<file path="src/rtl/bin2bcd_iter_pkg.sv">
// Shared definitions for the iterative binary-to-BCD converter.
// FSM state encodings and the counter-width helper.
package bin2bcd_iter_pkg;

    typedef enum logic [1:0] {
        ST_IDLE  = 2'd0,
        ST_SHIFT = 2'd1,
        ST_DONE  = 2'd2
    } state_t;

    function automatic int clog2(input int v);
        int r;
        r = 0;
        for (int i = 0; i < 32; i++) begin
            if ((64'd1 << i) < 64'(v)) begin
                r = i + 1;
            end
        end
        return r;
    endfunction

endpackage

</file>
<file path="src/rtl/bcd_digit_adj.sv">
// One BCD digit of the shift-and-add-3 step: add 3 when the digit exceeds 4.
// Result stays 4 bits; the carry cannot occur for legal digits.
module bcd_digit_adj (
    input  logic [3:0] digit,
    output logic [3:0] adjusted
);

    assign adjusted = (digit > 4'd4) ? digit + 4'd3 : digit;

endmodule

</file>
<file path="src/rtl/bin2bcd_iter.sv">
// Sequential binary-to-BCD converter, one input bit per clock, valid/ready on both sides.
// Optional leading-zero blanking output enabled by defining BIN2BCD_BLANK_EN.
module bin2bcd_iter
    import bin2bcd_iter_pkg::*;
#(
    parameter int BIN_W  = 8,
    parameter int DIGITS = 3
) (
    input  logic                clk,
    input  logic                rst_n,
    input  logic [BIN_W-1:0]    bin,
    input  logic                in_valid,
    output logic                in_ready,
    output logic [4*DIGITS-1:0] bcd,
    output logic                out_valid,
    input  logic                out_ready,
    output logic                ovf
`ifdef BIN2BCD_BLANK_EN
    ,
    output logic [DIGITS-1:0]   blank
`endif
);

    localparam int CW = clog2(BIN_W + 1);

    state_t              state;
    logic [BIN_W-1:0]    shreg;
    logic [CW-1:0]       cnt;
    logic [4*DIGITS-1:0] adj;
    logic [4*DIGITS-1:0] bcd_shift;

    for (genvar k = 0; k < DIGITS; k++) begin : g_adj
        bcd_digit_adj u_adj (
            .digit    (bcd[4*k +: 4]),
            .adjusted (adj[4*k +: 4])
        );
    end

    // Adjusted digits shift up one place; the next binary MSB enters digit 0.
    assign bcd_shift = {adj[4*DIGITS-2:0], shreg[BIN_W-1]};

`ifdef BIN2BCD_BLANK_EN
    function automatic logic [DIGITS-1:0] blank_of(input logic [4*DIGITS-1:0] v);
        logic [DIGITS-1:0] b;
        logic              z;
        b = '0;
        z = 1'b1;
        for (int k = DIGITS - 1; k > 0; k--) begin
            z    = z & (v[4*k +: 4] == 4'd0);
            b[k] = z;
        end
        return b;
    endfunction
`endif

    always_ff @(posedge clk or negedge rst_n) begin
        if (!rst_n) begin
            state     <= ST_IDLE;
            shreg     <= '0;
            cnt       <= '0;
            bcd       <= '0;
            ovf       <= 1'b0;
            out_valid <= 1'b0;
            in_ready  <= 1'b1;
`ifdef BIN2BCD_BLANK_EN
            blank     <= '0;
`endif
        end else begin
            case (state)
                ST_IDLE: begin
                    if (in_valid) begin
                        shreg    <= bin;
                        bcd      <= '0;
                        ovf      <= 1'b0;
                        cnt      <= CW'(BIN_W);
                        in_ready <= 1'b0;
                        state    <= ST_SHIFT;
`ifdef BIN2BCD_BLANK_EN
                        blank    <= blank_of('0);
`endif
                    end
                end
                ST_SHIFT: begin
                    bcd   <= bcd_shift;
                    shreg <= shreg << 1;
                    ovf   <= ovf | adj[4*DIGITS-1];
                    cnt   <= cnt - CW'(1);
`ifdef BIN2BCD_BLANK_EN
                    blank <= blank_of(bcd_shift);
`endif
                    if (cnt == CW'(1)) begin
                        out_valid <= 1'b1;
                        state     <= ST_DONE;
                    end
                end
                ST_DONE: begin
                    if (out_ready) begin
                        out_valid <= 1'b0;
                        in_ready  <= 1'b1;
                        state     <= ST_IDLE;
                    end
                end
                default: begin
                    out_valid <= 1'b0;
                    in_ready  <= 1'b1;
                    state     <= ST_IDLE;
                end
            endcase
        end
    end

endmodule
</file>
<file path="config.mk">
export PLATFORM = sky130hd
export DESIGN_NAME = bin2bcd_iter
export DESIGN_NICKNAME = d
export VERILOG_FILES = /design/src/rtl/bin2bcd_iter_pkg.sv /design/src/rtl/bcd_digit_adj.sv /design/src/rtl/bin2bcd_iter.sv
export SDC_FILE = /design/constraint.sdc
export NUM_CORES = 1
export LEC_CHECK = 0
export BUFFER_PORTS_ARGS = -buffer_cell sky130_fd_sc_hd__clkbuf_2
export CAP_MARGIN = 10
export CELL_PAD_IN_SITES_DETAIL_PLACEMENT = 2
export CELL_PAD_IN_SITES_GLOBAL_PLACEMENT = 2
export CORE_AREA = 10 10 82 84
export DETAILED_ROUTE_END_ITERATION = 16
export DIE_AREA = 0 0 92 94
export PLACE_DENSITY_LB_ADDON = 0.1
export SLEW_MARGIN = 20
export SYNTH_ARGS = -nofsm -noshare
export SYNTH_HDL_FRONTEND = slang
export SYNTH_HIERARCHICAL = 1
export SYNTH_SLANG_ARGS = --single-unit
</file>
<file path="constraint.sdc">
create_clock -name clk -period 1.4 [get_ports clk]
set_clock_uncertainty 0.2 [all_clocks]
set_input_delay 0.07 -clock clk [delete_from_list [all_inputs] [get_ports clk]]
set_output_delay 0.07 -clock clk [all_outputs]
set_load 0.01 [all_outputs]
</file>
Word level (Yosys, flattened, before mapping)
Cells that the tools add are included.
{"block": "totals", "reg_bits": 29, "latch_bits": 0, "ram_bits": 0, "rom_bits": 0, "in_bits": 12, "output_inout_bits": 15, "word_cells": 49, "mem_count": 0}
{"block": "op_classes", "n_addsub": 4, "n_mul": 0, "div_mod_pow": 0, "order_cmp": 3, "n_eq_ne": 6, "n_shift": 0, "mux": 20, "n_bitwise": 3, "n_reduce_logical": 6}
{"op": "one-hot mux 12 bit (2 select lines)", "n": 1}
{"op": "two-way mux 4 bit", "n": 4}
{"op": "one-hot mux 8 bit (2 select lines)", "n": 1}
{"op": "adder 4 x 2 -> 4 bit, second input constant", "n": 3}
{"op": "greater-than comparator 4 x 3 -> 1 bit, second input constant", "n": 3}
{"op": "two-way mux 12 bit", "n": 1}
{"op": "AND reduction 3 bit", "n": 3}
{"op": "two-way mux 8 bit", "n": 1}
{"op": "one-hot mux 4 bit (2 select lines)", "n": 1}
{"op": "two-way mux 2 bit", "n": 3}
{"op": "!= test 2 bit, second input constant", "n": 3}
{"op": "one-hot mux 1 bit (3 select lines)", "n": 2}
{"op": "one-hot mux 2 bit (3 select lines)", "n": 1}
{"op": "equality test 4 x 1 -> 1 bit, second input constant", "n": 1}
{"op": "two-way mux 1 bit", "n": 4}
{"op": "subtractor 4 x 1 -> 4 bit, second input constant", "n": 1}
{"op": "equality test 2 x 1 -> 1 bit, second input constant", "n": 1}
{"op": "equality test 2 bit, second input constant", "n": 1}
{"op": "logical NOT 2 bit", "n": 1}
{"op": "NOT 1 bit", "n": 2}
{"op": "one-hot mux 1 bit (2 select lines)", "n": 1}
{"op": "AND reduction 2 bit", "n": 1}
{"op": "nonzero test 2 bit", "n": 1}
{"op": "OR 1 bit", "n": 1}

Logic depth before layout (Yosys ltp)
Gate-level depths: netlist of the first run.
{"block": "logic_depth", "ltp_word": 4, "mapped_depth": 6}

Modules after synthesis
Netlist of the first run, hierarchy kept.
{"mod": "bin2bcd_iter", "n_inst": 1, "cells_each": 106, "area_per_inst_um2": 1208.7, "seq_area_each_um2": 726.9}
{"mod": "bcd_digit_adj", "n_inst": 3, "cells_each": 15, "area_per_inst_um2": 103.8, "seq_area_each_um2": 0.0}

Worst setup path after synthesis of the first run
Ideal clock, no wire load.
{"block": "synth_timing", "path_type": "register to register", "start": "register bcd[8]", "end": "register bcd[11]", "setup_time_ns": 0.121, "arrival_time_ns": 1.245, "slack_ns": -0.166, "path_stages_with_launch": 7, "path_buffers": 0, "period_less_slack_ns": 1.566, "cell_sequence": "dfrtp_1 inv_1 ha_1 nor2b_1 o21ai_0 o21ai_0 a22o_1"}
{"block": "synth_via", "elab_chain_cells": 3, "elab_cells_between_ends": 4, "cone_classes": "add/sub: 1; order compare: 1; mux: 2"}
{"element": "from (decl)", "line_no": "bin2bcd_iter.sv:14", "rtl": "output logic [4*DIGITS-1:0] bcd,"}
{"element": "from (signal assigned)", "line_no": "bin2bcd_iter.sv:84", "rtl": "bcd <= bcd_shift;"}
{"element": "adder 4 x 2 -> 4 bit or greater-than comparator 4 x 3 -> 1 bit (tied branches)", "line_no": "bcd_digit_adj.sv:8", "rtl": "assign adjusted = (digit > 4'd4) ? digit + 4'd3 : digit;"}
{"element": "two-way mux 4 bit *", "line_no": "bcd_digit_adj.sv:8"}
{"element": "net adj[10]", "line_no": "bin2bcd_iter.sv:29", "rtl": "logic [4*DIGITS-1:0] adj;"}
{"element": "one-hot mux 12 bit (2 select lines) *", "line_no": "bin2bcd_iter.sv:69", "rtl": "case (state)"}
Mark *: on every way through the listed nets, which the timed path passes. The rest lies on a longest branch.
A chain may end at the register's enable or synchronous reset.

Final worst setup path of the first run
{"block": "layout_timing", "start": "register bcd[5]", "end": "register bcd[7]"}
Same word-level chain as after synthesis.

==> impl_results.md, run 1 <==
- Outcome: complete, but fails checks
- Failing checks: negative setup slack
- FMAX: 659.0 MHz
- Initial antenna violation count: 0
- Wire length on met3: 142 µm
- Sequential share of the synthesized area: 47.82%
- CP Launch Type: flop
- WL met2: 2689 µm
- Clock latency at the later pin of the worst-skew pair: 280 ps
- Worst setup margin: -117.4 ps
- Global-route wire length before repair: 7907 µm
- Avg Inst Size Synth: 10.07 µm²
- Fin Hold WS: 24.17 ps
- Die area: 8648 µm²
- CORE AREA: 5075 µm²
- Crit share post-route: 108.4%
- Max_cap viols: 0
- Total wire length: 4940 µm
- Place WS: -126.0 ps
- Final ANT Viol Nets: 0
- DR vias/cell: 4.775
- Nets: 238
- I/O pin total: 27
- WL met1: 2090 µm
- Die W: 92 µm
- Crit path max-delay cell type: dfrtp_1
- Count of state elements after synthesis: 29
- Iter 0 DRT Violations: 19
- Vias in the first global route: 1595
- DRT Pass-1 Iters: 4
- CTS clk-pin slew, worst paths: 60 ps
- Dpl hpwl: 3404 µm
- H-tree depth: 2
- Library cells used by synthesis: 29
- Worst Hold Class: primary input to flop
- Max layer used: met4
- CTS tree: built
- Via count: 1380
- Critical Path Most Common Cell: o21ai_1
- Fraction of layout cells with a size suffix above 1: 47.03%
- Final Setup Violations: 14
- Synthesized instance count: 151
- Lkg Pwr: 1.088 nW
- Worst VDD drop: 0.0006887 V
- Yosys warns: 6
- Critical setup path kind: flop to flop
- Initial Util: 29.96%
- Clk sink count: 29
- Final Util: 46.35%
- Fin crit period: 1517 ps
- Largest net degree at the start of global routing: 30
- Worst-path maximum fanout: 3
- DRC viols: 0
- Clock Tree Buf Depth: 2
- CTS Root Cell: clkbuf_8
- Total grt overflow: 0
- Port Buffers: 26
- Required @ worst endpoint: 1360 ps
- Syn nets: 171
- Synth-to-Final Area Change: 54.73%
- # rows: 26
- Crit. End Element: flop
- Worst Tran Pin Value: 328.5 ps
- Total track usage: 11.29%
- Max stage delay on crit path: 390 ps
- Slew headroom: 78.10%
- Area of the mapped netlist: 1520 µm²
- Setup TNS: -918.1 ps
- Diodes inserted: 0
- RD Place Congestion: 0.7503
- Crit path arrival time: 1480 ps
- Most frequent cells in the layout: clkbuf_2, dfrtp_1, buf_4, a22o_1, nand2_1
- Hold depth: 4
- Final hold violations: 0
- FF-to-FF path depth: 6
- Critical path, cell by cell: inv_2 -> ha_4 -> nor2b_1 -> o21ai_1 -> o21ai_1 -> a22o_1
- Power per cell area: 2416 nW/µm²
- Leading cell type in the layout, fill and taps excluded: clkbuf_2
- Slew Limit Fails: 0
- WL/cell: 17.09 µm
- Total CTS buffers: 5
- Die Y: 94 µm
- RSZ-0062 raised after global routing: true
==> routing by layer <==
metal | up-vias | GRT usage (%)
met5 | - | 0
met4 | 0 | 2.828
met3 | 2 | 3.597
met2 | 18 | 20.88
met1 | 693 | 12.14
li1 | 667 | -
==> worst max-delay path: cells and delay by family (launching register included) <==
kind	cells	cell delay (ps)
flops	1	390
fa+ha+maj	1	170
simple gates	1	130
buf+inv	1	80
compound gates	3	430
==> cell type report <==
class | instances | area [µm²]
multi-input cells | 102 | 872.1
flip-flops and latches | 29 | 734.5
well taps | 70 | 87.58
inverters | 15 | 56.30
clock buffers | 7 | 96.34
clock inverters | 1 | 5.005
fillers | 559 | 2723
repair buffers | 65 | 500.5
==> state kept, by name (all words and copies together), names as in the netlist <==
register and flops:
shreg 8, bcd 12, out_valid 1, state 2
in_ready 1, ovf 1, cnt 4
==> synthesized netlist by cell type <==
master | number | area share [%]
a211o_1 | 1 | 0.58
a21o_1 | 3 | 1.5
a21oi_1 | 3 | 0.99
a21oi_2 | 3 | 1.7
a22o_1 | 12 | 6.9
a22oi_1 | 7 | 3.5
a32o_1 | 1 | 0.66
and4bb_2 | 1 | 0.82
buf_2 | 5 | 1.6
dfrtp_1 | 28 | 46
dfstp_2 | 1 | 1.7
ha_1 | 8 | 6.6
inv_1 | 15 | 3.7
mux2_2 | 1 | 0.74
mux2i_1 | 3 | 2.0
nand2_1 | 12 | 3.0
nand2b_1 | 4 | 1.6
nor2_1 | 3 | 0.74
nor2b_1 | 6 | 2.5
nor2b_2 | 1 | 0.58
nor3_1 | 3 | 0.99
nor3b_1 | 1 | 0.49
o21a_1 | 1 | 0.49
o21ai_0 | 19 | 6.3
o21ai_1 | 3 | 0.99
o21bai_2 | 1 | 0.74
o22ai_1 | 1 | 0.41
or3_1 | 1 | 0.41
xnor2_1 | 3 | 1.7
==> kinds of logic (layout without fill, tap and decap cells) <==
group	count (synthesis)	count (layout)	share of synthesized area [%]
xor gates and xnor gates	3	3	1.729
buffers and inverters	20	88	5.349
muxes	4	4	2.716
AOI/OAI and AO/OA	55	55	24.69
adders and majority gates	8	8	6.585
and+or+nand+nor	32	32	11.11
DFF	29	29	47.82
==> repair_timing <==
action / in CTS / in global routing
hold endpoints to repair: 40 / 0
pin swaps: 10 / 10
resized for setup: 15 / 23
setup endpoints to repair: 24 / 27
hold buffers: 10 / 0
buffers inserted: 8 / 6
gates cloned: 0 / 0
==> path summary, 6_finish.rpt <==
kind	from	to	slack, ps
setup / recovery	bcd[5]	bcd[7]	-120
hold / removal	in_valid	shreg[6]	20
setup reg to reg	bcd[5]	bcd[7]	-120
hold reg to reg	shreg[4]	shreg[4]	290
max in group asynchronous	rst_n	in_ready	680
min in group asynchronous	rst_n	bcd[3]	80
==> through the flow <==
stage                     area [µm²]  total power, mW  cells
after floorplan                 1562            3.165    151
after global placement          1892            3.985    257
after detailed placement        1892            4.186    257
after CTS                       2202            5.309    283
after global routing            2352            6.187    289
final                           2352            5.683    289
==> where the power goes <==
group          internal [mW]  switching (mW)  total (mW)
combinational           1.72            1.50        3.22
clock                  0.444           0.323       0.766
sequential              1.23           0.467        1.70
No activity file was read; power rests on OpenSTA's default activity.
==> inputs of run 2 (changes only) <==
--- a/config.mk
+++ b/config.mk
@@ -12,7 +12,7 @@
 export CORE_AREA = 10 10 82 84
 export DETAILED_ROUTE_END_ITERATION = 16
 export DIE_AREA = 0 0 92 94
-export PLACE_DENSITY_LB_ADDON = 0.1
+export PLACE_DENSITY_LB_ADDON = 0.2
 export SLEW_MARGIN = 20
 export SYNTH_ARGS = -nofsm -noshare
 export SYNTH_HDL_FRONTEND = slang
==> run 2 against run 1 <==
The flow still finishes with violations (negative setup slack). Sequential share of layout area is 0.97 points lower. Hold slack better by 7.7 ps. Cell area is 3.6% higher. First-iteration DRC count grew to 4.3 times the previous value. Via count is 4.6% higher. Largest cell class unchanged.
==> impl_results.md, run 2 (synthesis gave the netlist of run 1 again) <==
- CORE AREA: 5075 µm² (unchanged)
- Power per cell area: 2501 nW/µm² (+3.5%)
- NetSw: 2.571 mW (+12%)
- Place WS: -192.5 ps (-66.50 ps)
- Final ANT Viol Nets: 0 (unchanged)
- WL met1: 2105 µm (+0.72%)
- Required @ worst endpoint: 1420 ps (+60 ps)
- Total grt overflow: 0 (unchanged)
- Wire length on met3: 224 µm (+58%)
- Via count: 1444 (+4.6%)
- Sequential share of power: 28.0% (-1.9 points)
- Final hold violations: 0 (unchanged)
- Top Registers: bcd: 12 flops, shreg: 8 flops, cnt: 4 flops
- Slew Limit Fails: 0 (unchanged)
- Final Setup Violations: 15 (+1)
- End point of the critical path: bcd[6]
- Setup TNS: -1482 ps (-563.6 ps)
- Failing checks: negative setup slack
- Nets: 244 (+2.5%)
- Total track usage: 13.12% (+1.8 points)
- Max layer used: met4
- FMAX: 622.2 MHz (-5.6%)
- Clock latency at the later pin of the worst-skew pair: 290 ps (about the same)
- Outcome: complete, but fails checks
- CP Launch Type: flop
- DRC viols: 0 (unchanged)
- Iter 0 DRT Violations: 81 (+62)
- DR vias/cell: 4.895 (+2.5%)
- CTS Root Cell: clkbuf_8
- Leading cell type in the layout, fill and taps excluded: buf_4
- I/O pin total: 27 (unchanged)
- Total wire length: 5660 µm (+15%)
- Max reg flops: 12 (unchanged)
- Fin crit period: 1607 ps (+89.75 ps)
- Worst setup margin: -207.1 ps (-89.75 ps)
- FF-to-FF path depth: 6 (unchanged)
- Clock Tree Buf Depth: 2 (unchanged)
- Dpl hpwl: 3636 µm (+6.8%)
- RD Place Congestion: 0.7851 (+4.6%)
- Total CTS buffers: 5 (unchanged)
- R2r endpoint: bcd[6]
- Worst Hold Class: primary input to asynchronous set/reset pin
- Fin Hold WS: 31.87 ps (+7.698 ps)
- Power share of the combinational group: 60.9% (+4.2 points)
- Final Cell Area: 2436 µm² (+3.6%)
- Lkg Pwr: 1.113 nW (+2.3%)
- Crit share post-route: 114.8% (+6.4 points)
- Max_cap viols: 0 (unchanged)
- Crit. End Element: flop
- CTS clk-pin slew, worst paths: 60 ps (about the same)
- Worst reg2reg path startpoint: bcd[5]
- Final cell count without fillers: 295 (+2.1%)
- Largest register by flop count: bcd
- # rows: 26 (unchanged)
- Most frequent cells in the layout: buf_4, clkbuf_2, dfrtp_1, a22o_1, nand2_1
- Worst VDD drop: 0.0007000 V (+1.6%)
- Fraction of layout cells with a size suffix above 1: 51.56% (+4.5 points)
- Initial antenna violation count: 0 (unchanged)
- Reg2Reg Setup Slack: -210 ps (-90 ps)
- Slew headroom: 74.65% (-3.4 points)
- Crit path arrival time: 1630 ps (+150 ps)
- Die W: 92 µm (unchanged)
- Largest net degree at the start of global routing: 18 (-40%)
- H-tree depth: 2 (unchanged)
- Die area: 8648 µm² (unchanged)
- Crit path launch: bcd[5]
- Global-route wire length before repair: 8880 µm (+12%)
- Synth-to-Final Area Change: 60.25%
- Diodes inserted: 0 (unchanged)
- Initial Util: 29.96% (unchanged)
- Clk sink count: 29 (unchanged)
- RSZ-0062 raised after global routing: true
- Worst Tran Pin Value: 380.2 ps (+51.68 ps)
- Die Y: 94 µm (unchanged)
- WL met2: 3205 µm (+19%)
- Clock power frac: 11.1% (-2.4 points)
- DRT Pass-1 Iters: 4 (unchanged)
- Vias in the first global route: 1657 (+3.9%)
- CTS tree: built
- Post-DP Area: 1909 µm² (+0.93%)
- Placed insts: 261 (+1.6%)
- Port Buffers: 26 (unchanged)
- Critical setup path kind: flop to flop
- Internal power: 3.521 mW (+3.7%)
- Worst-path maximum fanout: 3 (unchanged)
- WL/cell: 19.19 µm (+12%)
- Switch share: 42.20% (+1.9 points)
## run 2: layer usage
layer / global-route usage [%] / vias up
li1: - / 679
met4: 5.013 / 0
met2: 24.82 / 26
met1: 13.66 / 728
met3: 3.118 / 11
met5: 0 / -
## run 2: final cells by class
| type | instances | area [µm²] |
|---|---|---|
| flip-flops and latches | 29 | 737.0 |
| clock buffers | 8 | 80.08 |
| repair buffers | 71 | 546.8 |
| multi-input cells | 102 | 923.4 |
| fillers | 535 | 2639 |
| inverters | 15 | 61.31 |
| well taps | 70 | 87.58 |
## run 2: timing repair
item,CTS,global route
pin swaps,16,16
endpoints found under the setup margin,24,27
gates resized for setup,27,28
setup buffers,10,6
gates cloned,0,0
endpoints found under the hold margin,38,0
hold buffers,10,0
## run 2: power groups by stage
stage | Clock (mW) | Combinational [mW] | Sequential (mW)
finish | 0.677 | 3.71 | 1.71
global route | 0.725 | 4.11 | 1.77
CTS | 0.680 | 3.11 | 1.65
detailed placement | 0 | 2.65 | 1.62
global placement | 0 | 2.45 | 1.58
floorplan | 0 | 1.53 | 1.64
## run 2: how the worst min path moves through the flow
| stage | startpoint | end | slack, ps | depth (start not counted) |
|---|---|---|---|---|
| 5_1_grt | rst_n | bcd[3] | 80 | 2 |
| 3_3_place_gp | rst_n | bcd[3] | -200 | 1 |
| 6_report | rst_n | bcd[3] | 30 | 2 |
| 2_1_floorplan | rst_n | bcd[0] | -430 | 0 |
| 3_5_place_dp | rst_n | bcd[3] | -200 | 1 |
| 4_1_cts | rst_n | cnt[2] | 60 | 2 |
## run 2: through the flow
stage / util, % / total power [mW]
after CTS: 44.55 / 5.439
final: 48.00 / 6.092
after detailed placement: 37.62 / 4.268
after floorplan: - / 3.165
after global placement: 37.62 / 4.030
after global routing: 48.00 / 6.603
## run 2: critical path, cell delays in order (launching register included)
cell	delay, ps
dfrtp_1	410
inv_2	120
ha_4	170
inv_4	40
a21oi_4	200
mux2i_1	240
a22o_1	160
==> inputs of run 3 (changes only) <==
--- a/config.mk
+++ b/config.mk
@@ -13,6 +13,7 @@
 export DETAILED_ROUTE_END_ITERATION = 16
 export DIE_AREA = 0 0 92 94
 export PLACE_DENSITY_LB_ADDON = 0.2
+export SKIP_CTS_REPAIR_TIMING = 1
 export SLEW_MARGIN = 20
 export SYNTH_ARGS = -nofsm -noshare
 export SYNTH_HDL_FRONTEND = slang
==> run 3 against run 2 <==
Critical endpoint is now bcd[5]. Sequential share of layout area grew 0.43 points. Sequential cell count unchanged. Clock power is essentially flat. The run still ends with negative setup slack left. Critical path depth did not move. Largest power group unchanged.
==> impl_results.md, run 3 (synthesis gave the netlist of run 1 again) <==
- Iter 0 DRT Violations: 44 (-46%)
- Fin crit period: 1609 ps (+2.129 ps)
- Total grt overflow: 0 (unchanged)
- Power per cell area: 2506 nW/µm² (+0.23%)
- Vias in the first global route: 1527 (-7.8%)
- Dpl hpwl: 3636 µm (unchanged)
- Final Util: 47.16% (-0.84 points)
- DR vias/cell: 4.907 (+0.24%)
- Required @ worst endpoint: 1350 ps (-70 ps)
- Initial Util: 29.96% (unchanged)
- Worst setup margin: -209.3 ps (-2.129 ps)
- CTS Root Cell: clkbuf_8
- Die area: 8648 µm² (unchanged)
- Lkg Pwr: 1.108 nW (-0.43%)
- Setup TNS: -1609 ps (-126.8 ps)
- Synth-to-Final Area Change: 57.45%
- FILL cells: 545 (+1.9%)
- Final hold violations: 0 (unchanged)
- Die Y: 94 µm (unchanged)
- Max reg flops: 12 (unchanged)
- Top Registers: bcd: 12 flops, shreg: 8 flops, cnt: 4 flops
- Total wire length: 5757 µm (+1.7%)
- RD Place Congestion: 0.7851 (unchanged)
- CTS tree: built
- H-tree depth: 2 (unchanged)
- Worst-path maximum fanout: 4 (+1)
- Crit path max-delay cell type: dfrtp_1
- Total track usage: 11.47% (-1.7 points)
- Crit path arrival time: 1560 ps (-70 ps)
- Crit. End Element: flop
- Final Setup Violations: 15 (unchanged)
- Initial antenna violation count: 0 (unchanged)
- Diodes inserted: 0 (unchanged)
- Largest register by flop count: bcd
- CORE AREA: 5075 µm² (unchanged)
- Slew headroom: 74.07% (-0.58 points)
- Final ANT Viol Nets: 0 (unchanged)
- DRC viols: 0 (unchanged)
- Worst Hold Class: primary input to asynchronous set/reset pin
- WL/cell: 19.19 µm (about the same)
- Nets: 249 (+2.0%)
- Total CTS buffers: 5 (unchanged)
- Critical path, cell by cell: inv_2 -> ha_4 -> inv_4 -> a21oi_4 -> xnor2_2 -> a22o_1
- Met1 Resource Use GR: 12.25% (-1.4 points)
- RSZ-0062 raised after global routing: true
- Failing checks: negative setup slack
- Most frequent cells in the layout: buf_4, clkbuf_2, dfrtp_1, a22o_1, nand2_1
- Leading cell type in the layout, fill and taps excluded: buf_4
- Crit share post-route: 114.9% (+0.15 points)
- GRT met3 Usage: 2.798% (-0.32 points)
- Clk sink count: 29 (unchanged)
- Largest net degree at the start of global routing: 18 (unchanged)
- # rows: 26 (unchanged)
- DRT Pass-1 Iters: 4 (unchanged)
- Global-route wire length before repair: 7990 µm (-10%)
- CTS clk-pin slew, worst paths: 60 ps (about the same)
- Port Buffers: 26 (unchanged)
- FMAX: 621.4 MHz (-0.13%)
- Fin Hold WS: 46.01 ps (+14.14 ps)
- Top Usage Layer GRT: met2
- Max stage delay on crit path: 430 ps (+20 ps)
- Worst VDD drop: 0.0007117 V (+1.7%)
- Fraction of layout cells with a size suffix above 1: 50.00% (-1.6 points)
- Max_cap viols: 0 (unchanged)
- Critical setup path kind: flop to flop
- Outcome: complete, but fails checks
- Die W: 92 µm (unchanged)
- Slew Limit Fails: 0 (unchanged)
- Clock latency at the later pin of the worst-skew pair: 280 ps (about the same)
- GR Util met2: 21.41% (-3.4 points)
- CP Launch Type: flop
- Via count: 1472 (+1.9%)
- Clock Tree Buf Depth: 2 (unchanged)
- I/O pin total: 27 (unchanged)
- Worst Tran Pin Value: 388.9 ps (+8.692 ps)
## run 3: path summary, 6_finish.rpt
path	startpoint	to	slack, ps	cells after the start
max in group asynchronous	rst_n	in_ready	450	3
worst max-delay path	bcd[5]	bcd[5]	-210	6
worst min-delay path	rst_n	bcd[3]	50	2
worst max register to register	bcd[5]	bcd[5]	-210	6
worst min register to register	shreg[7]	shreg[7]	290	2
min in group clk	in_valid	shreg[6]	60	4
## run 3: worst max-delay path: cells and delay by family (launching register included)
| kind | cells | cell delay (ps) |
|---|---|---|
| buf+inv | 2 | 150 |
| compound gates | 2 | 450 |
| xor+xnor | 1 | 100 |
| fa+ha+maj | 1 | 160 |
| flops | 1 | 430 |
## run 3: where the power goes
part	switching (mW)	internal, mW	leakage (nW)	total [mW]
sequential	0.471	1.23	0.352	1.70
clock	0.323	0.353	0.0395	0.676
combinational	1.70	1.92	0.717	3.62
total	2.49	3.51	1.11	6.00
## run 3: layer usage
layer  part of all wire [%]  vias to the layer above
li1                       -                      689
met2                     53                       33
met1                     40                      736
met3                    3.6                       14
met4                    3.1                        0
met5                      0                        -
## run 3: cell type report
| type | instances | area, µm² | area share [%] |
|---|---|---|---|
| multi-input combinational | 102 | 877.1 | 36.64 |
| sequential | 29 | 734.5 | 30.68 |
| timing repair buffer | 76 | 550.5 | 23.00 |
| tap | 70 | 87.58 | 3.659 |
| clock buffer | 8 | 80.08 | 3.346 |
| inverter | 15 | 63.81 | 2.666 |
## run 3: through the flow
stage               area (µm²)  instances  power [mW]  setup WS [ps]
global placement          1909        261       4.030         -88.63
detailed placement        1909        261       4.268         -192.5
floorplan                 1562        151       3.165         -46.34
global route              2394        300       6.526         -281.5
CTS                       1989        269       4.952         -204.6
finish                    2394        300       5.999         -209.3
